$ cat src/rtl/mem_stage.sv
// MEM pipeline stage: bus master for aligned loads/stores, misalignment
// detection and the MEM/WB pipeline register.
module mem_stage (
  input  logic        clk,
  input  logic        reset,
  input  logic [29:0] ex_pc,
  input  logic        ex_en,
  input  logic        ex_br_flag,
  input  logic [1:0]  ex_ctrl_op,
  input  logic [4:0]  ex_dst_addr,
  input  logic        ex_gpr_we_,
  input  logic [2:0]  ex_exp_code,
  input  logic [1:0]  ex_mem_op,
  input  logic [31:0] ex_mem_wr_data,
  input  logic [31:0] ex_out,
  input  logic        stall,
  input  logic        flush,
  output logic        busy,
  output logic        bus_req_,
  input  logic        bus_grant_,
  output logic        bus_as_,
  output logic        bus_rw,
  output logic [29:0] bus_addr,
  output logic [31:0] bus_wr_data,
  input  logic [31:0] bus_rd_data,
  input  logic        bus_rdy_,
  output logic [29:0] mem_pc,
  output logic        mem_en,
  output logic        mem_br_flag,
  output logic [1:0]  mem_ctrl_op,
  output logic [4:0]  mem_dst_addr,
  output logic        mem_gpr_we_,
  output logic [2:0]  mem_exp_code,
  output logic [31:0] mem_out,
  output logic [1:0]  dbg_state
);

  localparam logic [1:0] OP_LOAD        = 2'd1;
  localparam logic [1:0] OP_STORE       = 2'd2;
  localparam logic [2:0] EXP_MISS_ALIGN = 3'd4;

  typedef enum logic [1:0] {IDLE = 2'd0, REQ = 2'd1, ACCESS = 2'd2, STALL = 2'd3} state_t;

  state_t      state, state_nxt;
  logic        req_nxt, as_nxt, rw_nxt;
  logic [29:0] addr_nxt;
  logic [31:0] wd_nxt, rd_buf, rd_buf_nxt, rd_data, mem_data;
  logic        is_mem, access, miss_align;

  assign is_mem     = (ex_mem_op == OP_LOAD) || (ex_mem_op == OP_STORE);
  assign access     = ex_en && is_mem && (ex_out[1:0] == 2'b00);
  assign miss_align = ex_en && is_mem && (ex_out[1:0] != 2'b00);
  assign mem_data   = (access && ex_mem_op == OP_LOAD) ? rd_data : ex_out;
  assign dbg_state  = state;

  // Bus handshake: bus_req_ low from REQ until the cycle after bus_rdy_ is seen
  // low; bus_grant_ low in REQ starts the transfer; bus_as_ strobes low for the
  // first ACCESS cycle only; bus_rdy_ low in ACCESS ends it (read data valid then).
  always_comb begin
    state_nxt  = state;
    req_nxt    = bus_req_;
    as_nxt     = 1'b1;
    rw_nxt     = bus_rw;
    addr_nxt   = bus_addr;
    wd_nxt     = bus_wr_data;
    rd_buf_nxt = rd_buf;
    busy       = 1'b0;
    rd_data    = 32'h0;
    case (state)
      IDLE: begin
        if (access && !flush) begin
          req_nxt   = 1'b0;
          busy      = 1'b1;
          state_nxt = REQ;
        end
      end
      REQ: begin
        busy = 1'b1;
        if (!bus_grant_) begin
          as_nxt    = 1'b0;
          addr_nxt  = ex_out[31:2];
          rw_nxt    = (ex_mem_op == OP_LOAD);
          wd_nxt    = ex_mem_wr_data;
          state_nxt = ACCESS;
        end
      end
      ACCESS: begin
        if (!bus_rdy_) begin
          req_nxt    = 1'b1;
          rd_buf_nxt = bus_rd_data;
          rd_data    = bus_rd_data;
          state_nxt  = stall ? STALL : IDLE;
        end else begin
          busy = 1'b1;
        end
      end
      STALL: begin
        rd_data = rd_buf;
        if (!stall) state_nxt = IDLE;
      end
      default: state_nxt = IDLE;
    endcase
  end

  always_ff @(posedge clk) begin
    if (reset) begin
      state       <= IDLE;
      bus_req_    <= 1'b1;
      bus_as_     <= 1'b1;
      bus_rw      <= 1'b1;
      bus_addr    <= 30'h0;
      bus_wr_data <= 32'h0;
      rd_buf      <= 32'h0;
    end else begin
      state       <= state_nxt;
      bus_req_    <= req_nxt;
      bus_as_     <= as_nxt;
      bus_rw      <= rw_nxt;
      bus_addr    <= addr_nxt;
      bus_wr_data <= wd_nxt;
      rd_buf      <= rd_buf_nxt;
    end
  end

  // MEM/WB register; flush only takes effect when the pipeline advances.
  always_ff @(posedge clk) begin
    if (reset || (!stall && flush)) begin
      mem_pc       <= 30'h0;
      mem_en       <= 1'b0;
      mem_br_flag  <= 1'b0;
      mem_ctrl_op  <= 2'h0;
      mem_dst_addr <= 5'h0;
      mem_gpr_we_  <= 1'b1;
      mem_exp_code <= 3'h0;
      mem_out      <= 32'h0;
    end else if (!stall) begin
      mem_pc       <= ex_pc;
      mem_en       <= ex_en;
      mem_br_flag  <= ex_br_flag;
      mem_dst_addr <= ex_dst_addr;
      if (miss_align) begin
        mem_ctrl_op  <= 2'h0;
        mem_gpr_we_  <= 1'b1;
        mem_exp_code <= EXP_MISS_ALIGN;
        mem_out      <= 32'h0;
      end else begin
        mem_ctrl_op  <= ex_ctrl_op;
        mem_gpr_we_  <= ex_gpr_we_;
        mem_exp_code <= ex_exp_code;
        mem_out      <= mem_data;
      end
    end
  end

endmodule
$ cat config.mk
export PLATFORM = sky130hd
export DESIGN_NAME = mem_stage
export DESIGN_NICKNAME = d
export VERILOG_FILES = /design/src/rtl/mem_stage.sv
export SDC_FILE = /design/constraint.sdc
export NUM_CORES = 1
export LEC_CHECK = 0
export CAP_MARGIN = 20
export CORE_MARGIN = 2
export CORE_UTILIZATION = 38
export CTS_CLUSTER_SIZE = 25
export DETAILED_ROUTE_END_ITERATION = 7
export PLACE_DENSITY = 0.85
export SETUP_SLACK_MARGIN = 0.3
export SKIP_LAST_GASP = 1
export SLEW_MARGIN = 20
export SYNTH_ARGS = -nofsm -noshare
export SYNTH_HDL_FRONTEND = slang
export SYNTH_SLANG_ARGS = --single-unit
export TNS_END_PERCENT = 1
$ cat constraint.sdc
create_clock -name clk -period 1.8 [get_ports clk]
set_clock_uncertainty 0.15 [all_clocks]
set_input_delay 0.27 -clock clk [delete_from_list [all_inputs] [get_ports clk]]
set_output_delay 0.27 -clock clk [all_outputs]
set_load 0.05 [all_outputs]
==> impl_metrics.sql, run 1 <==
INSERT INTO impl_metrics (metric_group, metric, value, unit) VALUES
('setup_path', 'worst_setup_path_startpoint', 'ex_out[0]', ''),
('timing', 'rsz0062_at_grt', 'yes', ''),
('floorplanning', 'core_region_area', '17400', 'um^2'),
('grt', 'largest_net_degree_at_the_start_of_global_routing', '101', ''),
('timing', 'fmax', '540', 'MHz'),
('pwr', 'power_leakage', '4.13', 'nW'),
('yosys', 'synth.ff_latch_count', '174', ''),
('pwr', 'power_per_cell_area', '901', 'nW/um^2'),
('clock_network', 'cts_buffer_depth', '2', ''),
('layout', 'diodes', '0', ''),
('yosys', 'netlist_area', '6770', 'um^2'),
('timing', 'maxSlewHeadroom', '0.442', ''),
('min_path', 'timing.hold.worst.class', 'in2reg', ''),
('routing', 'remaining_drc_errors', '0', ''),
('floorplanning', 'initial_cell_density_of_the_core', '0.390', ''),
('min_path', 'min_from', 'stall', ''),
('yosys', 'synth.largest_area_cell', 'dfxtp_1', ''),
('setup_path', 'path_cells', 'dlygate4sd2_1, nor4b_4, nor2b_4, nor2_4, o21ai_4, buf_12', ''),
('clock_network', 'ctsHoldBuffers', '0', ''),
('layout', 'syn2layout_area_growth', '52.3', '%'),
('placement', 'place_area', '9670', 'um^2'),
('floorplanning', 'num_rows', '48', ''),
('placement', 'port-buffer-count', '289', ''),
('pwr', 'largest_voltage_drop_on_the_vdd_net', '0.647', 'mV'),
('setup_path', 'crit_path_required_time', '1380', 'ps'),
('setup_path', 'worst_r2r_path_depth', '4', ''),
('yosys', 'synth-main-ff-cell', 'dfxtp_1', ''),
('floorplanning', 'dieArea', '18900', 'um^2'),
('clock_network', 'cts.htree.levels', '4', ''),
('yosys', 'syn-instance-count', '775', ''),
('routing', 'detail_route.iter0.violations', '268', ''),
('timing', 'timing.final.ws_setup', '-50.3', 'ps'),
('floorplanning', 'die-height', '138', 'um'),
('timing', 'timing.hold.ws', '63.2', 'ps'),
('clock_network', 'clock-root-buffer', 'clkbuf_16', ''),
('floorplanning', 'pin_count', '290', ''),
('clock_network', 'cts_tree', 'built', ''),
('layout', 'layoutNonFillerInstCount', '1283', ''),
('floorplanning', 'die-width', '138', 'um'),
('setup_path', 'critPathArrivalTime', '1430', 'ps'),
('layout', 'layout.nets', '1193', ''),
('timing', 'setup-violations-final', '1', ''),
('timing', 'min_period_over_period', '1.03', ''),
('layout', 'util_after_layout', '0.594', ''),
('timing', 'hold_viol', '0', ''),
('yosys', 'yosys_warnings', '0', ''),
('setup_path', 'regToRegStartpoint', 'dbg_state[0]', ''),
('run_status', 'result_of_the_run', 'finished with violations', ''),
('clock_network', 'cts_made_buffers', '17', ''),
('setup_path', 'worst_setup_path_end_kind', 'output pin', ''),
('run_status', 'violations', 'setup timing', ''),
('setup_path', 'cpPeakStageDelay', '320', 'ps'),
('clock_network', 'clock_sinks', '174', ''),
('placement', 'gp_routability_congestion', '0.812', ''),
('routing', 'firstDrtPassIters', '4', ''),
('routing', 'vias', '6496', ''),
('setup_path', 'worst-path-max-fanout', '3', ''),
('layout', 'stdcell_area', '10300', 'um^2'),
('setup_path', 'timing.critical_path.slowest_stage_cell', 'nor4b_4', ''),
('yosys', 'synth-edff-count', '0', ''),
('timing', 'timing.final.crit_period', '1850', 'ps'),
('placement', 'detailed_place_hpwl', '15100', 'um'),
('yosys', 'async_flop_share', '0', ''),
('yosys', 'synthDistinctLibCells', '32', ''),
('grt', 'globalRoute.totalOverflow', '0', ''),
('routing', 'route.final.wire_length', '21000', 'um'),
('timing', 'slew_viol_final', '0', ''),
('routing', 'final_antenna_net_count', '0', ''),
('setup_path', 'worstSetupPathType', 'in2out', ''),
('routing', 'route.detailed.wl_per_inst', '16.4', 'um'),
('setup_path', 'crit_path_start_kind', 'primary input', '');
-- per-stage QoR --
stage          worst slack [ps]  TNS (ps)
2_1_floorplan             -31.3     -31.3
3_3_place_gp               -531    -26820
3_5_place_dp               -599    -30460
4_1_cts                   -30.6     -30.6
5_1_grt                   -98.3      -130
6_report                  -50.3     -50.3
-- layer usage --
layer | share of wire | vias up | routed length, um | global-route usage
met5 | 0 | - | 0 | 0
met3 | 0.085 | 33 | 1780 | 0.0688
met2 | 0.51 | 245 | 10700 | 0.392
met1 | 0.38 | 3040 | 8090 | 0.240
met4 | 0.022 | 0 | 463 | 0.0813
li1 | - | 3178 | - | -
-- cell families (layout without fill, tap and decap cells) --
family / count (synthesis) / in the layout / share of synthesized area
multiplexers: 37 / 37 / 0.0547
AND/OR/NAND/NOR: 284 / 284 / 0.185
buffers and inverters: 73 / 356 / 0.0526
adder cells (fa/ha/maj): 1 / 1 / 0.00185
flip-flops: 174 / 174 / 0.514
AO/OA/AOI/OAI: 206 / 206 / 0.192
-- power by group --
part           switching, mW  internal, mW
clock network           1.51          2.42
logic                  0.739         0.608
registers             0.0614          3.95
total                   2.31          6.98
-- worst paths after layout --
kind                     to  slack, ps
max reg2reg  bus_wr_data[6]        120
min             mem_gpr_we_         60
max                    busy        -50
min reg2reg      rd_buf[15]        300
-- timing repair --
action                                  4_1_cts  5_1_grt
buffers inserted                              2        0
resized for setup                            16        0
endpoints found under the setup margin      106      104
pin swaps                                     4        0
-- cell type report --
type | instances | area [um^2]
clock buffers | 24 | 472
inverters | 5 | 21.3
fillers | 1498 | 7040
repair buffers | 319 | 2920
clock inverters | 8 | 154
well taps | 225 | 282
multi-input cells | 528 | 2980
flip-flops and latches | 174 | 3490
-- registers in the layout, summed over array words and instances (netlist names), 2 cells and up --
| name | flops |
|---|---|
| bus_wr_data | 32 |
| rd_buf | 32 |
| dbg_state | 2 |
| bus_addr | 30 |
| mem_pc | 30 |
| mem_exp_code | 3 |
| mem_ctrl_op | 2 |
| mem_out | 32 |
| mem_dst_addr | 5 |
-- critical path, delay by kind of cell --
kind | cells | cell delay, ps
AO/OA/AOI/OAI | 1 | 140
AND/OR/NAND/NOR | 3 | 590
buffers and inverters | 2 | 430
-- placed cells by master, fill, tap and decap left out, drive strengths merged, types with 3 or more instances in the layout --
| cell | instances |
|---|---|
| a21oi | 129 |
| dlygate4sd2 | 4 |
| o21ai | 3 |
| a22oi | 4 |
| bufinv | 4 |
| inv | 7 |
| o21bai | 3 |
| dfxtp | 174 |
| buf | 177 |
| a22o | 32 |
| o2bb2ai | 30 |
| nor2 | 46 |
| nand2b | 3 |
| clkbuf | 24 |
| nor2b | 4 |
| clkdlybuf4s50 | 138 |
| mux2i | 37 |
| nand2 | 193 |
| nor3b | 33 |
-- Yosys cell counts (3+ instances only) --
cell type,count
a21oi_1,129
a22o_1,32
a22oi_1,4
buf_2,30
buf_4,4
buf_6,4
clkbuf_1,29
dfxtp_1,174
inv_1,4
mux2i_1,37
nand2_1,193
nand2b_1,3
nor2_1,46
nor2b_1,3
nor3b_1,33
o21ai_0,3
o21bai_1,3
o2bb2ai_1,30
No activity file was read; power rests on OpenSTA's default activity.
==> run 2: changes to the inputs <==
- CORE_ASPECT_RATIO: not set -> 2
==> run 2 against run 1 <==
Effect of this change: the run still ends with setup timing left; maximum frequency is 0.72% higher; die area rose by 0.35%; setup slack better by 13 ps; highest routed layer unchanged; sequential share of layout area decreased by 0.11 points; final area rose by 0.32%; sequential cell count unchanged; combinational power is essentially flat; register-to-register slack gained 90 ps; via count rose by 3.9%; clock power is 6.9% lower; global-route usage rose by 1.2 points.
==> impl_metrics.sql, run 2 (synthesized netlist as in run 1, its figures left out) <==
INSERT INTO impl_metrics (metric_group, metric, value, unit) VALUES
('routing', 'final_antenna_net_count', '0', ''),
('pwr', 'power_leakage', '4.16', 'nW'),
('routing', 'detail_route.wirelength.met1', '8340', 'um'),
('clock_network', 'clock_sinks', '174', ''),
('placement', 'detailed_place_hpwl', '15900', 'um'),
('floorplanning', 'num_rows', '69', ''),
('routing', 'route.final.wire_length', '22400', 'um'),
('timing', 'fmax', '544', 'MHz'),
('layout', 'seqCellArea', '3490', 'um^2'),
('timing', 'min_period_over_period', '1.02', ''),
('placement', 'preCtsSetupSlack', '-589', 'ps'),
('routing', 'top_layer', 'met4', ''),
('min_path', 'min_from', 'stall', ''),
('pwr', 'design_power_total', '9.05', 'mW'),
('clock_network', 'cts_made_buffers', '17', ''),
('placement', 'port-buffer-count', '289', ''),
('layout', 'layout.nets', '1203', ''),
('floorplanning', 'pin_count', '290', ''),
('floorplanning', 'initial_cell_density_of_the_core', '0.385', ''),
('pwr', 'sw_frac_of_total', '0.267', ''),
('pwr', 'largest_voltage_drop_on_the_vdd_net', '0.655', 'mV'),
('setup_path', 'critPathArrivalTime', '1420', 'ps'),
('grt', 'globalRoute.totalOverflow', '0', ''),
('timing', 'rsz0062_at_grt', 'yes', ''),
('pwr', 'portion_of_total_power_attributed_to_sequential_cells', '0.444', ''),
('pwr', 'power_per_cell_area', '874', 'nW/um^2'),
('grt', 'largest_net_degree_at_the_start_of_global_routing', '58', ''),
('run_status', 'violations', 'setup timing', ''),
('placement', 'gp_routability_congestion', '0.825', ''),
('layout', 'stdcell_area', '10300', 'um^2'),
('pwr', 'p_comb_frac', '0.151', ''),
('run_status', 'result_of_the_run', 'finished with violations', ''),
('placement', 'place_area', '9630', 'um^2'),
('layout', 'num-fill-cells', '1557', ''),
('clock_network', 'clock-root-buffer', 'clkbuf_16', ''),
('timing', 'timing.final.ws_setup', '-37.1', 'ps'),
('min_path', 'timing.hold.worst.class', 'in2reg', ''),
('clock_network', 'cts_buffer_depth', '2', ''),
('floorplanning', 'die-width', '98.4', 'um'),
('min_path', 'min_delay_path_depth', '4', ''),
('setup_path', 'worstSetupPathType', 'in2out', ''),
('routing', 'firstDrtPassIters', '5', ''),
('clock_network', 'cts.htree.levels', '4', ''),
('layout', 'biggestRegsByFlops', 'bus_wr_data x32, mem_out x32, rd_buf x32', ''),
('clock_network', 'worst_skew_pair.late_latency', '430', 'ps'),
('setup_path', 'crit_path_required_time', '1380', 'ps'),
('floorplanning', 'dieArea', '19000', 'um^2'),
('grt', 'grt_pass1_vias', '6710', ''),
('routing', 'remaining_drc_errors', '0', ''),
('layout', 'layout_commonest_cell', 'nand2_1', ''),
('timing', 'maxSlewHeadroom', '0.488', ''),
('floorplanning', 'die-height', '193', 'um'),
('setup_path', 'regToRegStartpoint', 'dbg_state[0]', ''),
('layout', 'top_library_cells_by_usage_in_the_layout_fill_and_taps_aside', 'nand2_1, dfxtp_1, buf_4', ''),
('pwr', 'power_report.internal_total', '6.63', 'mW'),
('placement', 'dp_cells', '1240', ''),
('floorplanning', 'core_region_area', '17600', 'um^2'),
('setup_path', 'worst_setup_path_startpoint', 'ex_mem_op[1]', ''),
('layout', 'multiInputGateArea', '2990', 'um^2'),
('timing', 'setup-violations-final', '7', ''),
('routing', 'met2_wirelength', '11100', 'um'),
('timing', 'setup_tns', '-73.3', 'ps'),
('clock_network', 'ctsHoldBuffers', '0', ''),
('routing', 'detail_route.iter0.violations', '243', ''),
('routing', 'route.detailed.wl_per_inst', '17.4', 'um'),
('grt', 'grt_first_pass_wirelength', '34500', 'um'),
('layout', 'syn2layout_area_growth', '52.8', '%'),
('routing', 'routed-wl-met3', '2390', 'um'),
('timing', 'timing.final.crit_period', '1840', 'ps'),
('pwr', 'share_of_power_burned_in_the_clock_network', '0.405', ''),
('clock_network', 'path_clk_slew', '70', 'ps'),
('routing', 'vias', '6747', ''),
('setup_path', 'worst_setup_path_end_kind', 'output pin', ''),
('run', 'max_cap_viol_count', '0', ''),
('grt', 'gr-usage-all-layers', '0.230', ''),
('grt', 'number_of_antenna_violations_at_the_first_check_in_global_routing', '1', ''),
('timing', 'slew_viol_final', '0', ''),
('pwr', 'total_switching_power', '2.41', 'mW'),
('setup_path', 'worst_r2r_path_depth', '4', ''),
('layout', 'drive_gt1_frac', '0.217', ''),
('setup_path', 'worst-path-max-fanout', '2', ''),
('routing', 'avgViaCountPerCell', '5.26', ''),
('layout', 'layoutNonFillerInstCount', '1282', ''),
('timing', 'hold_viol', '0', ''),
('setup_path', 'crit_path_start_kind', 'primary input', ''),
('timing', 'worst_pin_slew', '766', 'ps'),
('clock_network', 'cts_tree', 'built', '');
[run 2: final cells by class]
| type | instances | share of cell area |
|---|---|---|
| Sequential cell | 174 | 0.337 |
| Inverter | 5 | 0.00206 |
| Multi-Input combinational cell | 528 | 0.289 |
| Clock buffer | 20 | 0.0422 |
| Clock inverter | 12 | 0.0131 |
| Tap cell | 213 | 0.0258 |
| Antenna cell | 1 | 0.000242 |
| Timing Repair Buffer | 329 | 0.291 |
[run 2: power groups by stage]
stage	Combinational, mW	Clock (mW)	Sequential (mW)
3_3_place_gp	1.33	0	4.10
4_1_cts	1.38	3.70	4.02
3_5_place_dp	1.35	0	4.10
6_report	1.37	3.66	4.02
5_1_grt	1.44	3.87	4.03
2_1_floorplan	0.376	0	4.44
[run 2: routing by layer]
layer  track usage  up-vias
li1              -     3199
met3        0.0800       40
met5             0        -
met2         0.398      352
met1         0.256     3156
met4        0.0917        0
[run 2: timing repair]
item	CTS	global route
setup endpoints to repair	107	129
pin swaps	4	0
cloned	2	0
resized for setup	20	1
buffers inserted	7	0
[run 2: worst paths after layout]
path | slack (ps) | endpoint
max reg2reg | 210 | bus_wr_data[9]
min | 60 | mem_gpr_we_
min reg2reg | 310 | rd_buf[27]
max | -40 | busy
[run 2: through the flow]
step           hold WS, ps   util
5_1_grt               67.6  0.587
6_report              61.4  0.588
2_1_floorplan          256      -
4_1_cts               52.0  0.587
3_5_place_dp           298  0.547
3_3_place_gp           292  0.547
[run 2: worst max-delay path, stage by stage]
cell,delay (ps)
buf_6,100
inv_4,40
ha_4,200
nor4b_4,240
nor2b_4,220
nor2_4,60
o21ai_4,140
buf_12,150
